--- src/rtl/dsp48a1_mac_sequencer_if.sv ---
// Operand and result handshake bundle between the producer/consumer and the MAC sequencer.
interface dsp48a1_mac_sequencer_if;
   logic        in_valid;
   logic        in_ready;
   logic [17:0] in_a;
   logic [17:0] in_b;
   logic        res_valid;
   logic        res_ready;
   logic [47:0] res_data;

   modport master (
      output in_valid, in_a, in_b, res_ready,
      input  in_ready, res_valid, res_data
   );

   modport slave (
      input  in_valid, in_a, in_b, res_ready,
      output in_ready, res_valid, res_data
   );
endinterface

--- src/rtl/dsp48a1_mac_sequencer.sv ---
// Sequences one DSP48A1 slice as a dot-product engine with pipeline-aligned OPMODE control.
// Optional perf counters (perf_jobs, perf_bubbles) are enabled by defining DSP_SEQ_PERF_EN.
module dsp48a1_mac_sequencer #(
   parameter int unsigned LEN_W  = 8,
   parameter int unsigned AB_LAT = 1,
   parameter int unsigned M_LAT  = 1,
   parameter int unsigned P_LAT  = 1,
   parameter int unsigned OP_LAT = 1
) (
   input  logic                   CLK,
   input  logic                   RST_N,
   input  logic                   start,
   input  logic [LEN_W-1:0]       cfg_len,
   output logic                   busy,
   output logic                   len_err,
   dsp48a1_mac_sequencer_if.slave bus,
   output logic [17:0]            dsp_a,
   output logic [17:0]            dsp_b,
   output logic [7:0]             dsp_opmode,
   output logic                   dsp_ce,
`ifdef DSP_SEQ_PERF_EN
   output logic [31:0]            perf_jobs,
   output logic [31:0]            perf_bubbles,
`endif
   input  logic [47:0]            dsp_p
);

   localparam int unsigned L   = AB_LAT + M_LAT;
   localparam int unsigned OPD = L - OP_LAT;
   localparam int unsigned TD  = L + P_LAT;

   localparam logic [7:0] OpFirst = 8'h01;
   localparam logic [7:0] OpAcc   = 8'h09;
   localparam logic [7:0] OpHold  = 8'h08;

   typedef enum logic [1:0] {StIdle, StIssue, StDrain, StDone} state_e;

   state_e           state_q, state_d;
   logic [LEN_W-1:0] len_q, len_d;
   logic [LEN_W-1:0] cnt_q, cnt_d;
   logic             busy_q, busy_d;
   logic             in_ready_q, in_ready_d;
   logic             res_valid_q, res_valid_d;
   logic [47:0]      res_data_q, res_data_d;
   logic             len_err_q, len_err_d;
   logic [17:0]      a_q, a_d;
   logic [17:0]      b_q, b_d;
   logic             ce_q, ce_d;
   // Stage 0 is the issue register; the last stage drives the slice OPMODE pin.
   logic [OPD:0][7:0] op_q, op_d;
   logic [TD:0]      last_q, last_d;
   logic             beat;
   logic [7:0]       issue_op;
   logic             issue_last;
`ifdef DSP_SEQ_PERF_EN
   logic [31:0]      jobs_q, jobs_d;
   logic [31:0]      bubbles_q, bubbles_d;
`endif

   assign beat = (state_q == StIssue) && bus.in_valid && in_ready_q;

   always_comb begin
      state_d     = state_q;
      len_d       = len_q;
      cnt_d       = cnt_q;
      res_data_d  = res_data_q;
      len_err_d   = 1'b0;
      a_d         = '0;
      b_d         = '0;
      issue_op    = 8'h00;
      issue_last  = 1'b0;

      unique case (state_q)
         StIdle: begin
            if (start) begin
               if (cfg_len != '0) begin
                  len_d   = cfg_len;
                  cnt_d   = '0;
                  state_d = StIssue;
               end else begin
                  len_err_d = 1'b1;
               end
            end
         end
         StIssue: begin
            issue_op = OpHold;
            if (beat) begin
               a_d      = bus.in_a;
               b_d      = bus.in_b;
               issue_op = (cnt_q == '0) ? OpFirst : OpAcc;
               cnt_d    = cnt_q + 1'b1;
               if (cnt_q == len_q - 1'b1) begin
                  issue_last = 1'b1;
                  state_d    = StDrain;
               end
            end
         end
         StDrain: begin
            issue_op = OpHold;
            if (last_q[TD]) begin
               res_data_d = dsp_p;
               state_d    = StDone;
            end
         end
         StDone: begin
            if (res_valid_q && bus.res_ready) begin
               state_d = StIdle;
            end
         end
         default: state_d = StIdle;
      endcase

      busy_d      = (state_d != StIdle);
      in_ready_d  = (state_d == StIssue);
      ce_d        = (state_d == StIssue) || (state_d == StDrain);
      res_valid_d = (state_d == StDone);

      op_d[0] = issue_op;
      for (int i = 1; i <= int'(OPD); i++) begin
         op_d[i] = op_q[i-1];
      end
      last_d[0] = issue_last;
      for (int i = 1; i <= int'(TD); i++) begin
         last_d[i] = last_q[i-1];
      end

`ifdef DSP_SEQ_PERF_EN
      jobs_d    = jobs_q;
      bubbles_d = bubbles_q;
      if (state_q == StDone && res_valid_q && bus.res_ready) begin
         jobs_d = jobs_q + 32'd1;
      end
      if (state_q == StIssue && !beat) begin
         bubbles_d = bubbles_q + 32'd1;
      end
`endif
   end

   always_ff @(posedge CLK or negedge RST_N) begin
      if (!RST_N) begin
         state_q     <= StIdle;
         len_q       <= '0;
         cnt_q       <= '0;
         busy_q      <= 1'b0;
         in_ready_q  <= 1'b0;
         res_valid_q <= 1'b0;
         res_data_q  <= '0;
         len_err_q   <= 1'b0;
         a_q         <= '0;
         b_q         <= '0;
         ce_q        <= 1'b0;
         op_q        <= '0;
         last_q      <= '0;
`ifdef DSP_SEQ_PERF_EN
         jobs_q      <= '0;
         bubbles_q   <= '0;
`endif
      end else begin
         state_q     <= state_d;
         len_q       <= len_d;
         cnt_q       <= cnt_d;
         busy_q      <= busy_d;
         in_ready_q  <= in_ready_d;
         res_valid_q <= res_valid_d;
         res_data_q  <= res_data_d;
         len_err_q   <= len_err_d;
         a_q         <= a_d;
         b_q         <= b_d;
         ce_q        <= ce_d;
         op_q        <= op_d;
         last_q      <= last_d;
`ifdef DSP_SEQ_PERF_EN
         jobs_q      <= jobs_d;
         bubbles_q   <= bubbles_d;
`endif
      end
   end

   assign busy          = busy_q;
   assign len_err       = len_err_q;
   assign bus.in_ready  = in_ready_q;
   assign bus.res_valid = res_valid_q;
   assign bus.res_data  = res_data_q;
   assign dsp_a         = a_q;
   assign dsp_b         = b_q;
   assign dsp_opmode    = op_q[OPD];
   assign dsp_ce        = ce_q;
`ifdef DSP_SEQ_PERF_EN
   assign perf_jobs     = jobs_q;
   assign perf_bubbles  = bubbles_q;
`endif

endmodule
--- src/flat_wrapper.sv ---
// flat-port wrapper written by rule: the top's interface ports become plain ports
module dsp48a1_mac_sequencer_flat 
#(
   parameter int unsigned LEN_W  = 8,
   parameter int unsigned AB_LAT = 1,
   parameter int unsigned M_LAT  = 1,
   parameter int unsigned P_LAT  = 1,
   parameter int unsigned OP_LAT = 1
)
  (CLK, RST_N, start, cfg_len, busy, len_err, dsp_a, dsp_b, dsp_opmode, dsp_ce, dsp_p, bus_in_valid, bus_in_a, bus_in_b, bus_res_ready, bus_in_ready, bus_res_valid, bus_res_data);
  dsp48a1_mac_sequencer_if bus_i ();
  input  logic CLK;
  input  logic RST_N;
  input  logic start;
  input  logic [LEN_W-1:0] cfg_len;
  output logic busy;
  output logic len_err;
  output logic [17:0] dsp_a;
  output logic [17:0] dsp_b;
  output logic [7:0] dsp_opmode;
  output logic dsp_ce;
  input  logic [47:0] dsp_p;
  input wire logic [$bits(bus_i.in_valid)-1:0] bus_in_valid;
  input wire logic [$bits(bus_i.in_a)-1:0] bus_in_a;
  input wire logic [$bits(bus_i.in_b)-1:0] bus_in_b;
  input wire logic [$bits(bus_i.res_ready)-1:0] bus_res_ready;
  output wire logic [$bits(bus_i.in_ready)-1:0] bus_in_ready;
  output wire logic [$bits(bus_i.res_valid)-1:0] bus_res_valid;
  output wire logic [$bits(bus_i.res_data)-1:0] bus_res_data;
  assign bus_i.in_valid = bus_in_valid;
  assign bus_i.in_a = bus_in_a;
  assign bus_i.in_b = bus_in_b;
  assign bus_i.res_ready = bus_res_ready;
  assign bus_in_ready = bus_i.in_ready;
  assign bus_res_valid = bus_i.res_valid;
  assign bus_res_data = bus_i.res_data;
  dsp48a1_mac_sequencer #(.LEN_W(LEN_W), .AB_LAT(AB_LAT), .M_LAT(M_LAT), .P_LAT(P_LAT), .OP_LAT(OP_LAT)) u_core (.CLK(CLK), .RST_N(RST_N), .start(start), .cfg_len(cfg_len), .busy(busy), .len_err(len_err), .bus(bus_i), .dsp_a(dsp_a), .dsp_b(dsp_b), .dsp_opmode(dsp_opmode), .dsp_ce(dsp_ce), .dsp_p(dsp_p));
endmodule
--- config.mk ---
export PLATFORM = sky130hd
export DESIGN_NAME = dsp48a1_mac_sequencer_flat
export DESIGN_NICKNAME = d
export VERILOG_FILES = /design/src/rtl/dsp48a1_mac_sequencer_if.sv /design/src/rtl/dsp48a1_mac_sequencer.sv /design/src/flat_wrapper.sv
export SDC_FILE = /design/constraint.sdc
export NUM_CORES = 1
export LEC_CHECK = 0
export ABC_AREA = 1
export CAP_MARGIN = 20
export CORE_UTILIZATION = 46
export DETAILED_ROUTE_END_ITERATION = 8
export PLACE_DENSITY = 0.94
export SYNTH_ARGS = -nofsm -noshare
export SYNTH_HDL_FRONTEND = slang
export SYNTH_SLANG_ARGS = --single-unit
--- constraint.sdc ---
create_clock -name CLK -period 3.9 [get_ports CLK]
set_clock_uncertainty 0.1 [all_clocks]
set_input_delay 0.78 -clock CLK [delete_from_list [all_inputs] [get_ports CLK]]
set_output_delay 0.78 -clock CLK [all_outputs]
set_load 0.02 [all_outputs]
==> flow_summary.json <==
{
  "cpPeakStageDelay_ns": 0.62,
  "crit_buf_inv": 1,
  "route.detailed.drc": 0,
  "hold_path.startpoint": "u_core.last_q[2]",
  "die_y_um": 104,
  "ir_drop_v": 0.000367,
  "die_w_um": 104,
  "timing.final.crit_period_ns": 2.38,
  "yosysSeqAreaShare_pct": 60.4,
  "initial_core_util_pct": 48.0,
  "ys_top_cells_by_count": "nand2_1, dfrtp_1, inv_1",
  "crit_family": "buffers and inverters",
  "cts.sinks": 115,
  "via_per_inst": 4.79,
  "cts-resized-gates": 0,
  "clkLatencyLatePin_ns": 0.50,
  "synth_area_sq_um": 4760,
  "arrival_ns": 1.50,
  "ys_warn_count": 0,
  "place.gp.congestion": 0.877,
  "grt_max_degree": 68,
  "cts_buffer_depth": 2,
  "cts_buffers": 17,
  "antenna_cells": 0,
  "drtAntennaViolNets": 0,
  "wl_mm": 12.3,
  "critPathSlowestCell": "clkdlybuf4s50_1",
  "grt_antenna_before_repair": 0,
  "cts_max_level": 4,
  "cp_max_fo": 2,
  "reg2reg_from": "u_core.state_q[1]",
  "slew_headroom_pct": 44.0,
  "hp-class": "flop to flop",
  "postSynthAreaPerCell_sq_um": 8.93,
  "synth_edf_count": 0,
  "reg2reg_to": "u_core.cnt_q[0]",
  "whs_ns": 0.246,
  "crit_type": "flop to output pin",
  "nNetsFinal": 830,
  "critPathCaptureType": "output pin",
  "status": "finished clean",
  "drt_iter0_drc": 269,
  "detailed_place_hpwl_mm": 8.95,
  "tightest_slew_ns": 0.840,
  "yosysTopAreaCell": "dfrtp_1",
  "cts_tree": "yes",
  "path_cells": "clkdlybuf4s50_1",
  "crit_path_start": "u_core.bus.in_ready",
  "clockRootBuffer": "clkbuf_8",
  "fp.coreArea_sq_um": 9910,
  "finalCritPeriodShare_pct": 61.1,
  "num-fill-cells": 670,
  "finalSetupViolations": 0,
  "cts_hold_buffers": 0,
  "synthArstFlopShare_pct": 100,
  "critPathLaunchType": "flop",
  "clk_pin_slew_ns": 0.05,
  "dr.pass1.iters": 5,
  "rrSetupSlack_ns": 1.61,
  "power.density_nw_per_um2": 541,
  "rsz0062_at_grt": "no",
  "post_cts_buffers": 0,
  "synthFlopType": "dfrtp_1",
  "syn_inst": 533,
  "fin_setup_tns_ns": 0,
  "min_path_cells": 0,
  "numPortBuffers": 187,
  "synth_top_area_share_pct": 60.4,
  "cp.required_ns": 3.02,
  "final_max_slew_viol_count": 0,
  "synth_seq_cells": 115,
  "leakagePower_nw": 3.51,
  "drive_gt1_share_pct": 7.47,
  "synth_cell_types": 30,
  "ff2ff_path_depth": 9,
  "clock.fmax_ghz": 0.420,
  "grt_usage_pct": 24.0,
  "grt-ovfl-total": 0,
  "yosysMostFrequentCell": "nand2_1",
  "whs_endpoint": "u_core.last_q[3]",
  "synth_area_leaders": "dfrtp_1, nand2_1, inv_1, nor2_1, ha_1",
  "grt_first_pass_wirelength_mm": 20.2,
  "wl_per_cell_um": 14.1,
  "pin_count": 194,
  "rows": 36,
  "vias": 4165,
  "area_delta_synth_final_pct": 52.7,
  "first_global_vias": 4246,
  "dieArea_sq_um": 10800,
  "hold_violations": 0,
  "drv_cap": 0
}
cell usage in the layout, fill, tap and decap left out, types with 2 or more instances in the layout:
cell             synthesis  layout
ha_1                    10      10
clkbuf_16                0      16
clkinvlp_4               0       4
nor3_1                   2       2
nor2_1                  52      52
nand2_2                  3       3
o21ai_0                  7       7
inv_1                   60      60
mux2_2                   2       2
nor2_2                   5       5
clkdlybuf4s50_1          0     186
clkbuf_1                 6       2
nand3b_1                 2       2
xor2_1                   3       3
clkinv_4                 0       4
nand3_1                  7       7
nand3_2                  3       3
inv_2                    4       4
clkinv_2                 0       3
nand4_1                  5       5
clkbuf_8                 0       2
conb_1                   1       6
dfrtp_1                115     115
buf_4                    9       4
xnor2_1                  4       4
nand2_1                201     201
a21oi_1                 12      12
o31ai_1                  4       4
per-layer routing:
layer  part of all wire [%]  GRT usage [%]  up-vias
met3                    8.7           8.37       27
met2                     51           42.0      203
met1                     38           26.7     1957
met4                    2.1           9.49        0
met5                      0              0        -
li1                       -              -     1978
flip-flops by register name, indices dropped and copies added, names as in the netlist:
register / flops
u_core.bus.res_data: 48
u_core.dsp_a: 18
u_core.dsp_b: 18
u_core.cnt_q: 8
u_core.len_q: 8
u_core.last_q: 4
u_core.dsp_opmode: 2
u_core.op_d: 2
u_core.state_q: 2
u_core.bus.in_ready: 1
u_core.bus.res_valid: 1
u_core.busy: 1
u_core.dsp_ce: 1
u_core.len_err: 1
cell families after synthesis:
group | after synthesis | share of synthesized area, %
and+or+nand+nor | 284 | 24.3
other | 1 | 0.0788
adders and majority gates | 10 | 2.63
AOI/OAI and AO/OA | 25 | 2.92
muxes | 2 | 0.473
xor gates and xnor gates | 7 | 1.29
DFF | 115 | 60.4
buffers and inverters | 89 | 7.88
through the flow:
stage | total power (W) | utilization [%] | instances | instance area (sq um) | setup WS [ns]
after global placement | 0.00248 | 67.8 | 837 | 6720 | 1.26
after global routing | 0.00414 | 73.3 | 869 | 7270 | 1.33
after floorplan | 0.00211 | - | 538 | 4780 | 1.96
final | 0.00393 | 73.3 | 869 | 7270 | 1.52
after CTS | 0.00395 | 73.3 | 869 | 7270 | 1.50
after detailed placement | 0.00254 | 67.8 | 837 | 6720 | 1.20
how the worst max path moves through the flow:
| stage | end | slack, ns | depth (start not counted) |
|---|---|---|---|
| 2_1_floorplan | u_core.dsp_ce | 1.96 | 10 |
| 3_3_place_gp | u_core.cnt_q[1] | 1.26 | 8 |
| 3_5_place_dp | u_core.cnt_q[1] | 1.20 | 8 |
| 4_1_cts | bus_in_ready | 1.50 | 1 |
| 5_1_grt | u_core.cnt_q[0] | 1.33 | 9 |
| 6_report | bus_in_ready | 1.52 | 1 |
cell type report:
| cell class | count | area (sq um) | area share [%] |
|---|---|---|---|
| multi-input combinational | 334 | 1530 | 21.0 |
| sequential | 115 | 2880 | 39.6 |
| tap | 133 | 166 | 2.29 |
| clock inverter | 12 | 110 | 1.51 |
| clock buffer | 20 | 435 | 5.99 |
| inverter | 64 | 240 | 3.31 |
| timing repair buffer | 191 | 1910 | 26.3 |
where the power goes:
group          total, W  switching, W  leakage [nW]  internal (W)
combinational   0.00104      0.000604          1.94      0.000437
sequential      0.00149      0.000138          1.31       0.00135
clock           0.00139      0.000535         0.257      0.000860
total           0.00393       0.00128          3.51       0.00265
(Power assumes the default switching activity.)
==> RTL edit: new RTL, config.mk and constraints unchanged <==
Remove the register `len_err_q`: a continuous assignment takes its place, so the output `len_err` follows one clock earlier.
--- a/src/rtl/dsp48a1_mac_sequencer.sv
+++ b/src/rtl/dsp48a1_mac_sequencer.sv
@@ -147,3 +147,2 @@
          res_data_q  <= '0;
-         len_err_q   <= 1'b0;
          a_q         <= '0;
@@ -165,3 +164,2 @@
          res_data_q  <= res_data_d;
-         len_err_q   <= len_err_d;
          a_q         <= a_d;
@@ -177,2 +175,4 @@
    end
+
+   assign len_err_q = len_err_d;
 
Function: changed (a bounded check fails within 4 cycles, from zero or initial values and one cycle with RST_N low).
==> RTL edit against the unedited design <==
  * Sequential share of layout area down 0.70 points
  * Highest routed layer unchanged
  * Sequential cell count is 1 lower
  * Setup slack got worse by 0.78 ns
  * Final area grew 0.91%
  * Wire length decreased by 2.0%
  * Core utilization is 1.3 points higher
  * Via count fell by 13%
  * Final cell count shrank 11%
  * Critical endpoint is now len_err
  * First-iteration DRC count shrank 54%
  * Synthesized area down 1.5%
Power is not compared: it rests on default switching activity, and its combinational part moved more than twofold at a synthesized area within 25%.
==> RTL edit: results (changes against the unedited design) <==
status: "finished, final reports clean"
gp_congestion: 0.843  # -3.9%
arrival_ns: 2.28  # +0.78 ns
n_antenna_cell: 0  # unchanged
yosysWarnings: 0  # unchanged
rrSetupSlack_ns: 1.53  # -0.08 ns
routedWlPerCell_um: 15.5  # +9.9%
timing.rr.start: "u_core.state_q[0]$_DFF_PN0_"
numCtsBuffers: 17  # unchanged
worst_pin_slew_ns: 0.809  # -0.0310 ns
crit_path_end: "len_err"
grt_pass1_vias: 3659  # -14%
min_path_type: "in -> async"
synth-seq-area-share_pct: 60.8  # +0.40 points
final_nets: 736  # -11%
ys_top_cells_by_count: "dfrtp_1 (114), inv_1 (76), nand2_1 (56)"
h-tree-depth: 4  # unchanged
fillers: 648  # -3.3%
drive_above_1_share_pct: 14.0  # +6.5 points
hold-worst-slack_ns: 0.155  # -0.0913 ns
vias: 3634  # -13%
hpwlAfterDp_mm: 8.70  # -2.8%
ys_types: 29  # -3.3%
timing.rr.end: "u_core.bus.res_data[36]$_DFFE_PN0P_"
startpoint_type: "flip-flop"
post_synth_main_area_contributors: "dfrtp_1 (61%), mux2_2 (12%), inv_1 (6.1%)"
grt_util_all_layers_pct: 23.0  # -0.94 points
cp_max_fo: 6  # +4
largest_reg_flops: 48  # unchanged
hold_buffers: 0  # unchanged
power_frac_clock_pct: 52.7
drt_iter0_markers: 123  # -54%
grt_max_degree: 73  # +7.4%
drt_pre_antenna_iters: 4  # -1
ir_worst_vdd_v: 0.000352
grt_pass1_wl_mm: 18.1  # -11%
## RTL edit: cell count changes after synthesis, moves of 5 or more
cell and change:
mux2_2 +46, clkbuf_1 -5, nor2_2 -5, nand2_1 -145, a21oi_1 -7, o21ai_0 +5, inv_1 +16
## RTL edit: routing by layer
metal / vias to the layer above / track usage (%) / part of all wire, % / wire length [µm]
li1: 1726 / - / - / -
met1: 1735 / 25.9 / 38 / 4520
met2: 157 / 41.9 / 53 / 6430
met3: 16 / 6.31 / 7.5 / 902
met4: 0 / 8.13 / 1.5 / 181
met5: - / 0 / 0 / 0
## RTL edit: through the flow
stage / area, µm² / instances / total power, µW / worst slack, ns / util [%]
6_report: 7330 / 775 / 3110 / 0.740 / 74.7
5_1_grt: 7330 / 775 / 3200 / 0.590 / 74.7
4_1_cts: 7310 / 774 / 3130 / 0.719 / 74.4
3_5_place_dp: 6680 / 742 / 1490 / 0.730 / 68.0
3_3_place_gp: 6680 / 742 / 1480 / 0.780 / 68.0
2_1_floorplan: 4710 / 437 / 1310 / 1.50 / -
## RTL edit: layout make-up
class | count | area [µm²] | share of cell area, %
Clock buffer | 19 | 432 | 5.89
Clock inverter | 13 | 198 | 2.70
Inverter | 77 | 289 | 3.94
Multi-Input combinational cell | 229 | 1470 | 20.1
Sequential cell | 114 | 2850 | 38.9
Tap cell | 133 | 166 | 2.27
Timing Repair Buffer | 190 | 1920 | 26.2
## RTL edit: logic make-up (layout without fill, tap and decap cells)
group                      after synthesis  count (layout)  synth area share, %
DFF                                    114             114                 60.8
AOI/OAI and AO/OA                       25              25                 3.34
and+or+nand+nor                        131             131                 11.7
muxes                                   48              48                 11.5
adders and majority gates               10              10                 2.67
xor gates and xnor gates                 9               9                 1.68
buffers and inverters                   94             299                 8.19
other                                    1               6               0.0800
